File: src/rtl/freq_meter.sv
// rtl/freq_meter.sv - period and high-time meter for a slow asynchronous input
module freq_meter #(
  parameter int WIDTH       = 24,
  parameter int SYNC_STAGES = 2
) (
  input  logic             clk,
  input  logic             rst,
  input  logic             d_in,
  input  logic             meas_en,
  input  logic             ready,
  output logic [WIDTH-1:0] period,
  output logic [WIDTH-1:0] high_time,
  output logic             overflow,
  output logic             valid,
  output logic             missed
);

  localparam logic [WIDTH-1:0] CNT_MAX = '1;
  localparam logic [WIDTH-1:0] CNT_ONE = WIDTH'(1);

  typedef enum logic [1:0] {
    IDLE,
    WAIT_LOW,
    ARM,
    MEASURE
  } state_t;

  state_t                 r_state;
  logic [SYNC_STAGES-1:0] r_sync;
  logic                   r_s_d;
  logic [WIDTH-1:0]       r_cnt;
  logic [WIDTH-1:0]       r_hcnt;
  logic                   r_sat;
  logic [WIDTH-1:0]       r_period;
  logic [WIDTH-1:0]       r_high;
  logic                   r_ovf;
  logic                   r_valid;
  logic                   r_missed;

  logic                   w_s;
  logic                   w_rise;
  logic [WIDTH-1:0]       w_cnt_inc;
  logic [WIDTH-1:0]       w_hcnt_inc;
  logic                   w_cnt_hit;
  logic                   w_hcnt_hit;

  assign w_s    = r_sync[SYNC_STAGES-1];
  assign w_rise = w_s & ~r_s_d;

  // Saturating increments: counters park at the maximum instead of wrapping
  assign w_cnt_inc  = (r_cnt  == CNT_MAX) ? CNT_MAX : r_cnt  + CNT_ONE;
  assign w_hcnt_inc = (r_hcnt == CNT_MAX) ? CNT_MAX : r_hcnt + CNT_ONE;
  assign w_cnt_hit  = (w_cnt_inc == CNT_MAX);
  assign w_hcnt_hit = w_s && (w_hcnt_inc == CNT_MAX);

  // Synchronize d_in and keep a one-cycle-delayed copy for rise detection
  always_ff @(posedge clk) begin
    if (!rst) begin
      r_sync <= '0;
      r_s_d  <= 1'b0;
    end else begin
      r_sync <= {r_sync[SYNC_STAGES-2:0], d_in};
      r_s_d  <= w_s;
    end
  end

  // Measurement FSM with counters, result registers and valid/ready handshake
  always_ff @(posedge clk) begin
    if (!rst) begin
      r_state  <= IDLE;
      r_cnt    <= '0;
      r_hcnt   <= '0;
      r_sat    <= 1'b0;
      r_period <= '0;
      r_high   <= '0;
      r_ovf    <= 1'b0;
      r_valid  <= 1'b0;
      r_missed <= 1'b0;
    end else if (!meas_en) begin
      r_state  <= IDLE;
      r_cnt    <= '0;
      r_hcnt   <= '0;
      r_sat    <= 1'b0;
      r_period <= '0;
      r_high   <= '0;
      r_ovf    <= 1'b0;
      r_valid  <= 1'b0;
      r_missed <= 1'b0;
    end else begin
      // A completed transfer retires the result unless a capture below reloads it
      if (r_valid && ready) begin
        r_valid <= 1'b0;
      end
      case (r_state)
        IDLE: begin
          r_cnt   <= '0;
          r_hcnt  <= '0;
          r_state <= WAIT_LOW;
        end
        WAIT_LOW: begin
          // Skip a period already in progress when measurement starts
          if (!w_s) begin
            r_state <= ARM;
          end
        end
        ARM: begin
          if (w_rise) begin
            r_cnt   <= CNT_ONE;
            r_hcnt  <= CNT_ONE;
            r_sat   <= 1'b0;
            r_state <= MEASURE;
          end
        end
        MEASURE: begin
          if (w_rise) begin
            r_cnt  <= CNT_ONE;
            r_hcnt <= CNT_ONE;
            r_sat  <= 1'b0;
            if (!r_valid || ready) begin
              r_period <= r_cnt;
              r_high   <= r_hcnt;
              r_ovf    <= r_sat;
              r_valid  <= 1'b1;
            end else begin
              // Consumer still holds the previous result: drop this one
              r_missed <= 1'b1;
            end
          end else begin
            r_cnt <= w_cnt_inc;
            if (w_s) begin
              r_hcnt <= w_hcnt_inc;
            end
            r_sat <= r_sat | w_cnt_hit | w_hcnt_hit;
          end
        end
        default: begin
          r_state <= IDLE;
        end
      endcase
    end
  end

  assign period    = r_period;
  assign high_time = r_high;
  assign overflow  = r_ovf;
  assign valid     = r_valid;
  assign missed    = r_missed;

endmodule

File: config.mk
export PLATFORM = sky130hd
export DESIGN_NAME = freq_meter
export DESIGN_NICKNAME = d
export VERILOG_FILES = /design/src/rtl/freq_meter.sv
export SDC_FILE = /design/constraint.sdc
export NUM_CORES = 1
export LEC_CHECK = 0
export BUFFER_PORTS_ARGS = -buffer_cell sky130_fd_sc_hd__buf_2
export CAP_MARGIN = 40
export CORE_MARGIN = 2
export CORE_UTILIZATION = 40
export DETAILED_ROUTE_END_ITERATION = 6
export GPL_ROUTABILITY_DRIVEN = 1
export SLEW_MARGIN = 20
export SYNTH_ARGS = -nofsm -noshare
export SYNTH_HDL_FRONTEND = slang
export SYNTH_SLANG_ARGS = --single-unit
File: constraint.sdc
create_clock -name clk -period 2.4 [get_ports clk]
set_clock_uncertainty 0.2 [all_clocks]
set_input_delay 0.12 -clock clk [delete_from_list [all_inputs] [get_ports clk]]
set_output_delay 0.12 -clock clk [all_outputs]
set_load 0.03 [all_outputs]
Word level (Yosys, flattened, before mapping)

Index checks and enable logic that the tools add are counted.

Register bits after elaboration: 105
Latch bits: 0
Memory bits (writable): 0
ROM bits: 0
Output and inout bits: 51
Memories kept: 0

$add $sub $neg: 2
Multipliers: 0
Divide/modulo/power cells: 0
Order comparisons: 0
Eq/ne operators: 10
Shift-type cells: 0
Mux-type cells: 18
Bitwise logic cells: 5
Reduce and logical (&&, ||, !) cells: 15

Operators by type and width:

| operator                                                        | number |
|---|---|
| 24-bit 2-to-1 mux                                               | 6 |
| 24-bit case mux with 3 select lines                             | 2 |
| 24-bit == test, second input constant                           | 4 |
| 24-bit by 1-bit adder with 24-bit output, second input constant | 2 |
| 3-bit AND reduction                                             | 4 |
| 1-bit 2-to-1 mux                                                | 6 |
| 2-bit case mux with 3 select lines                              | 1 |
| 2-bit AND reduction                                             | 3 |
| 3-bit nonzero test                                              | 2 |
| 2-bit == test, second input constant                            | 2 |
| 2-bit 2-to-1 mux                                                | 2 |
| 2-bit != test, second input constant                            | 2 |
| 3-bit != test, second input constant                            | 1 |
| 2-bit by 1-bit == test with 1-bit output, second input constant | 1 |
| 1-bit logical AND                                               | 2 |
| 2-bit logical NOT                                               | 1 |
| 1-bit inverter                                                  | 2 |
| 1-bit bitwise OR                                                | 2 |
| 1-bit case mux with 2 select lines                              | 1 |
| 2-bit nonzero test                                              | 1 |
| 1-bit AND                                                       | 1 |
| 1-bit logical NOT                                               | 1 |
| 1-bit logical OR                                                | 1 |

Depth between registers and ports, before layout

Gate-level depths: netlist of run 1.

Word-level depth: 7
Depth in mapped cells: 9
Depth with buffers taken out: 8

Least setup slack after synthesis of run 1

OpenSTA, ideal clock, no wires.

Path type: reg2reg
From: register r_state[0]
To: register r_cnt[22]
Arrival time: 1.958 ns
Path slack: 0.171 ns
Stages on the path, launching flop included: 10
Period minus slack after synthesis: 2.229 ns
Cells stage by stage: dfxtp_1 > inv_1 > ha_1 > clkbuf_1 > or4_1 > clkbuf_1 > buf_2 > o21ai_0 > nand2_1 > a21oi_1

Word-level cells in the longest chain between the ends: 3
Elaborated cells on any way between the ends: 7

RTL lines:

| element                                                              | line | source |
|---|---|---|
| from (decl)                                                          | 28   | `state_t r_state;` |
| from (signal assigned)                                               | 70   | `r_state <= IDLE;` |
| from (signal assigned)                                               | 80   | `r_state <= IDLE;` |
| from (signal assigned)                                               | 98   | `r_state <= WAIT_LOW;` |
| 2-bit == test / 2-bit logical NOT (equally long branches)            | 94   | `case (r_state)` |
| 2-bit != test (no line) / 3-bit nonzero test (equally long branches) | -    |  |
| 2-bit AND reduction (no line)                                        | -    |  |
| to (signal assigned)                                                 | 129  | `r_cnt <= w_cnt_inc;` |
| to (decl)                                                            | 31   | `logic [WIDTH-1:0] r_cnt;` |

Several ways; a longest one is shown, not always the timed one.
A chain may end at the register's enable or synchronous reset.

Final worst setup path of run 1

From: register r_cnt[0]
To: register r_sat

Word-level cells in the longest chain between the ends: 7
Elaborated cells on any way between the ends: 8

RTL lines:

| element                                                                           | line | source |
|---|---|---|
| 24-bit by 1-bit adder with 24-bit output / 24-bit == test (equally long branches) | 51   | `assign w_cnt_inc = (r_cnt == CNT_MAX) ? CNT_MAX : r_cnt + CNT_ONE;` |
| 24-bit 2-to-1 mux (*)                                                             | 51   |  |
| 24-bit == test (*)                                                                | 53   | `assign w_cnt_hit = (w_cnt_inc == CNT_MAX);` |
| 1-bit bitwise OR (*) (2 in series)                                                | 133  | `r_sat <= r_sat \| w_cnt_hit \| w_hcnt_hit;` |
| 1-bit 2-to-1 mux (*)                                                              | 115  | `if (w_rise) begin` |
| 1-bit case mux with 2 select lines (*)                                            | 94   |  |
| to (signal assigned)                                                              | 133  |  |
| to (decl)                                                                         | 33   | `logic r_sat;` |

Mark *: on every way between the ends. The rest lies on a longest branch, timed or not.

==> metrics, run 1 <==
fin nets 802; Core Util, Final 49.2%; first-pass iteration count of the detailed router 5; # setup viols final 0; FFs w/ async S/R, synth 0%; Num CTS Buffers 9; Worst Path Required 2450 ps; Buffers on Ports 55; antenna violations before repair 0; Detailed Place HPWL 9730 um; clock latency on the worst-skew pair 360 ps; crit path time final 2230 ps; Unique masters post-synth 54; part of the power in registers 48.2%; register area share after synthesis 39.2%; synthesized area 0.00537 mm2; Rows 42; Max Clk Rate 448 MHz; most frequent cells in the layout nand2_1 (143), dfxtp_1 (104), a21oi_1 (102); EDFF count, synth 0; Area Growth Syn to Fin 20.8%; setup tns final 0 ps; total vias in the final route 5266; net count after synthesis 737; GRT overflow 0; Overall Global Routing Usage 20.7%; Setup crit end kind register; slew margin rel. 66.9%; mean area per synthesized cell 7.40 um2; CTS Root Cell clkbuf_16; layout cells sized above 1 18.6%; CP max-delay cell or3_1; GPL Wtd Cong 0.926; Synth Warn # 0; crit-path cells buf_4, and4_1, nand2_2, or3_1, xnor2_1, a41oi_1, o21ai_1, o21bai_1; Final Cycle Share 93.1%; antenna-violating nets left 0; Clk pwr share 47.2%; Initial Util 40.7%; Die W 120 um; initial drt markers 353; largest net degree at the start of global routing 66; Sw Pwr 0.785 mW; Clock transition at path regs 70 ps; drc violations 0; most common cell after layout, fill and taps aside nand2_1; Min Hold Slack 235 ps; Switching Share 21.6%; slowest stage delay, CP 450 ps; worst setup margin 166 ps; first-pass GRT wire length 24100 um; Core Area 0.0132 mm2; status complete, no violations; CTS sink cnt 105; ys flop type dfxtp_1; number of global-route vias before repair 4831; number of synthesized register bits 105; Routed Wire Length 14400 um; Die Ht 120 um; Critical Path AT 2290 ps; CTS H-tree depth 3; Worst Path Max Fanout 7; # placed instances 948; HP Class register to register; Gate power share 4.5%; io pins 56; maximum vdd ir drop 0.347 mV; pwr/cell area 561 mW/mm2; CP Launch Type register; CTS tree done; Ant. Diodes 0; max_cap viols 0; WL per Instance 14.9 um; Post-Synthesis Cells 725; Setup CP Type register to register; worst slack, placed 91.2 ps; fin. max-slew vios 0; Int Pwr 2.85 mW; non-filler instance count after layout 971; vias per std cell 5.42; worst-margin pin slew 497 ps; CTS Buffer Depth 2; area of the die 0.0144 mm2; Final Hold Fails 0; P_leak 2.44 nW
[sequential cells by signal, summed over array words and instances (netlist names)]
name and flops:
high_time 24, missed 1, overflow 1, period 24, r_cnt 24, r_hcnt 24, r_s_d 1, r_sat 1
r_state 2, r_sync 2, valid 1
[routing by layer]
layer	GRT usage [%]	routed length, um	up-vias
li1	-	-	2660
met1	27.2	6630	2445
met2	34.4	6930	146
met3	3.04	638	15
met4	7.87	227	0
met5	0	0	-
[synthesized netlist by cell type, drive strengths merged (2+ instances only)]
cell     count  share of area (%)
nand2      147                 10
dfxtp      105                 39
a21oi      102                9.5
o21ai       72                6.7
nor2        49                3.5
clkbuf      39                2.8
nand3       25                2.6
nor3        24                2.2
buf         20                2.1
and3        14                1.7
nand4       12                1.8
nor4        11                2.4
and2        10                1.2
xnor2        9                1.5
a31oi        8               0.93
inv          8               0.56
ha           7                1.6
nor2b        7               0.82
xor2         7                1.1
a21o         6               0.84
and4         6               0.98
nand2b       4               0.47
a211oi       3               0.42
a22oi        3               0.42
o2111ai      3               0.49
o31ai        3               0.42
a32oi        2               0.33
a41oi        2               0.33
and4b        2               0.37
nand4b       2               0.33
o21a         2               0.28
[final cells by class]
class	instances	area, um2
clock buffer	11	243
clock inverter	5	103
fill	1335	6710
inverter	8	30.0
multi-input combinational	553	3020
sequential	105	2100
tap	176	220
timing repair buffer	113	768
[path summary, 6_finish.rpt]
check            start   endpoint  slack, ps  cells after the start
max           r_cnt[0]      r_sat        170                      8
min          r_sync[0]  r_sync[1]        230                      1
max reg2reg   r_cnt[0]      r_sat        170                      8
min reg2reg  r_sync[0]  r_sync[1]        230                      1
[per-stage QoR]
| stage | power [mW] | instance area [um2] |
|---|---|---|
| after global routing | 3.76 | 6480 |
| after global placement | 1.94 | 6030 |
| after floorplan | 1.89 | 5370 |
| final | 3.64 | 6480 |
| after detailed placement | 1.95 | 6050 |
| after CTS | 3.67 | 6450 |
[critical path: cells and delay by family (launching register included)]
| kind | cells | cell delay [ps] |
|---|---|---|
| xor+xnor | 1 | 160 |
| simple gates | 3 | 820 |
| compound gates | 3 | 430 |
| flops | 1 | 350 |
| buf+inv | 1 | 170 |
[power by group through the flow]
stage	combinational (mW)	sequential (mW)	clock (mW)
global route	0.183	1.75	1.82
detailed placement	0.155	1.79	0
CTS	0.162	1.75	1.75
floorplan	0.0993	1.79	0
global placement	0.148	1.79	0
finish	0.165	1.75	1.72
[timing repair]
item / in CTS / in global routing
buffers inserted: 0 / 2
gates resized for setup: 0 / 5
hold endpoints to repair: 6 / 0
setup endpoints to repair: 0 / 20
hold buffers: 5 / 0
[cell families (layout without fill, tap and decap cells)]
group | after synthesis | in the layout | share of synthesized area [%]
fa+ha+maj | 7 | 7 | 1.63
simple gates | 317 | 317 | 29.3
xor+xnor | 16 | 16 | 2.61
flops | 105 | 105 | 39.2
buf+inv | 67 | 137 | 5.45
mux | 1 | 1 | 0.186
compound gates | 212 | 212 | 21.6
No activity file was read; power rests on OpenSTA's default activity.
==> inputs of run 2 (changes only) <==
==> constraint.sdc (replaced) <==
create_clock -name clk -period 2.3 [get_ports clk]
set_clock_uncertainty 0.2 [all_clocks]
set_input_delay 0.23 -clock clk [delete_from_list [all_inputs] [get_ports clk]]
set_output_delay 0.23 -clock clk [all_outputs]
set_load 0.03 [all_outputs]
==> metrics, run 2 (same netlist as run 1, synthesis figures left out) <==
slowest stage delay, CP 410 ps; slew margin rel. 66.8%; drc violations 0; Max Clk Rate 459 MHz; GRT overflow 0; Die Ht 120 um; dpl cell area 0.00609 mm2; fin. max-slew vios 0; fin nets 810; Min Hold Slack 11.6 ps; CP Buf/Inv Count 1; Ant. Diodes 0; first-pass GRT wire length 24000 um; P_leak 2.44 nW; status complete, no violations; Critical Path AT 2230 ps; CTS H-tree depth 3; max_cap viols 0; worst-margin pin slew 497 ps; vias per std cell 5.52; Setup crit end kind register; CP Launch Type register; # setup viols final 0; layout cells sized above 1 21.3%; Initial Util 40.7%; CTS Buffer Depth 2; antenna-violating nets left 0; area of the die 0.0144 mm2; GPL Wtd Cong 0.914; Critical Path Stages 8; most common cell after layout, fill and taps aside nand2_1; Num CTS Buffers 9; Area Growth Syn to Fin 21.3%; clock latency on the worst-skew pair 360 ps; Final Hold Fails 0; fin area 0.00651 mm2; CP max-delay cell or3_4; antenna violations before repair 0; first-pass iteration count of the detailed router 5; Clock transition at path regs 70 ps; Final Cycle Share 94.8%; Die W 120 um; FILL cells 1332; Routed Wire Length 14300 um; Register-to-Register Path Depth 8; Setup CP Type register to register; io pins 56; critical path's top delay family simple AND/OR/NAND/NOR gates; worst hold path stage count 3; maximum vdd ir drop 0.294 mV; Buffers on Ports 55; CTS sink cnt 105; Rows 42; initial drt markers 274; largest net degree at the start of global routing 50; Worst Path Max Fanout 7; HP Class input port to register; Detailed Place HPWL 9780 um; crit-path cells buf_4, and4_4, nand2_2, or3_4, xnor2_1, a41oi_1, o21ai_1, o21bai_1; Overall Global Routing Usage 20.5%; Core Area 0.0132 mm2; CTS tree done; crit path time final 2180 ps; Worst Path Required 2350 ps; most frequent cells in the layout nand2_1 (143), a21oi_1 (102), dfxtp_1 (100); WL per Instance 14.6 um; CTS Root Cell clkbuf_16; pwr/cell area 536 mW/mm2; total vias in the final route 5405; number of global-route vias before repair 5050
==> run 2: cell type report <==
class	instances	area, um2	share of cell area, %
tap	176	220	3.38
timing repair buffer	121	810	12.4
inverter	8	30.0	0.461
clock inverter	7	61.3	0.942
sequential	105	2110	32.4
clock buffer	9	225	3.46
multi-input combinational	553	3060	46.9
==> run 2: layer usage <==
metal / part of all wire [%] / GRT usage [%] / up-vias
met1: 45 / 25.4 / 2554
met4: 2.8 / 9.93 / 0
met3: 4.3 / 3.14 / 30
met2: 48 / 34.9 / 142
li1: - / - / 2679
met5: 0 / 0 / -
==> run 2: timing repair <==
action                                 in CTS  in global routing
endpoints found under the hold margin       4                  0
hold buffers                                4                  0
setup buffers                               0                  3
setup endpoints to repair                   0                 37
gates resized for setup                     0                 22
==> run 2: final timing paths <==
check | slack (ps) | to | from
min reg2reg | 230 | r_sync[1] | r_sync[0]
max reg2reg | 120 | r_sat | r_cnt[0]
min | 10 | valid | ready
max | 120 | r_sat | r_cnt[0]
==> run 2: through the flow <==
step                      utilization, %  setup TNS (ps)  worst slack [ps]  instances  total power [mW]
after floorplan                        -               0              71.3        725              1.98
after global placement              46.2               0              16.3        956              2.03
after detailed placement            46.2               0              60.2        956              2.03
after CTS                           48.7               0              32.0        976              3.54
after global routing                49.4           -34.9             -34.9        979              3.62
final                               49.4               0               121        979              3.49
==> run 2: tightest hold or removal path, stage by stage <==
cell	delay [ps]
buf_2	90
nand2b_1	130
a21oi_1	70
==> run 2: power by group <==
group / total (mW) / internal [mW] / switching (mW)
clock: 1.49 / 0.753 / 0.739
sequential: 1.83 / 1.82 / 0.00586
combinational: 0.168 / 0.0543 / 0.114
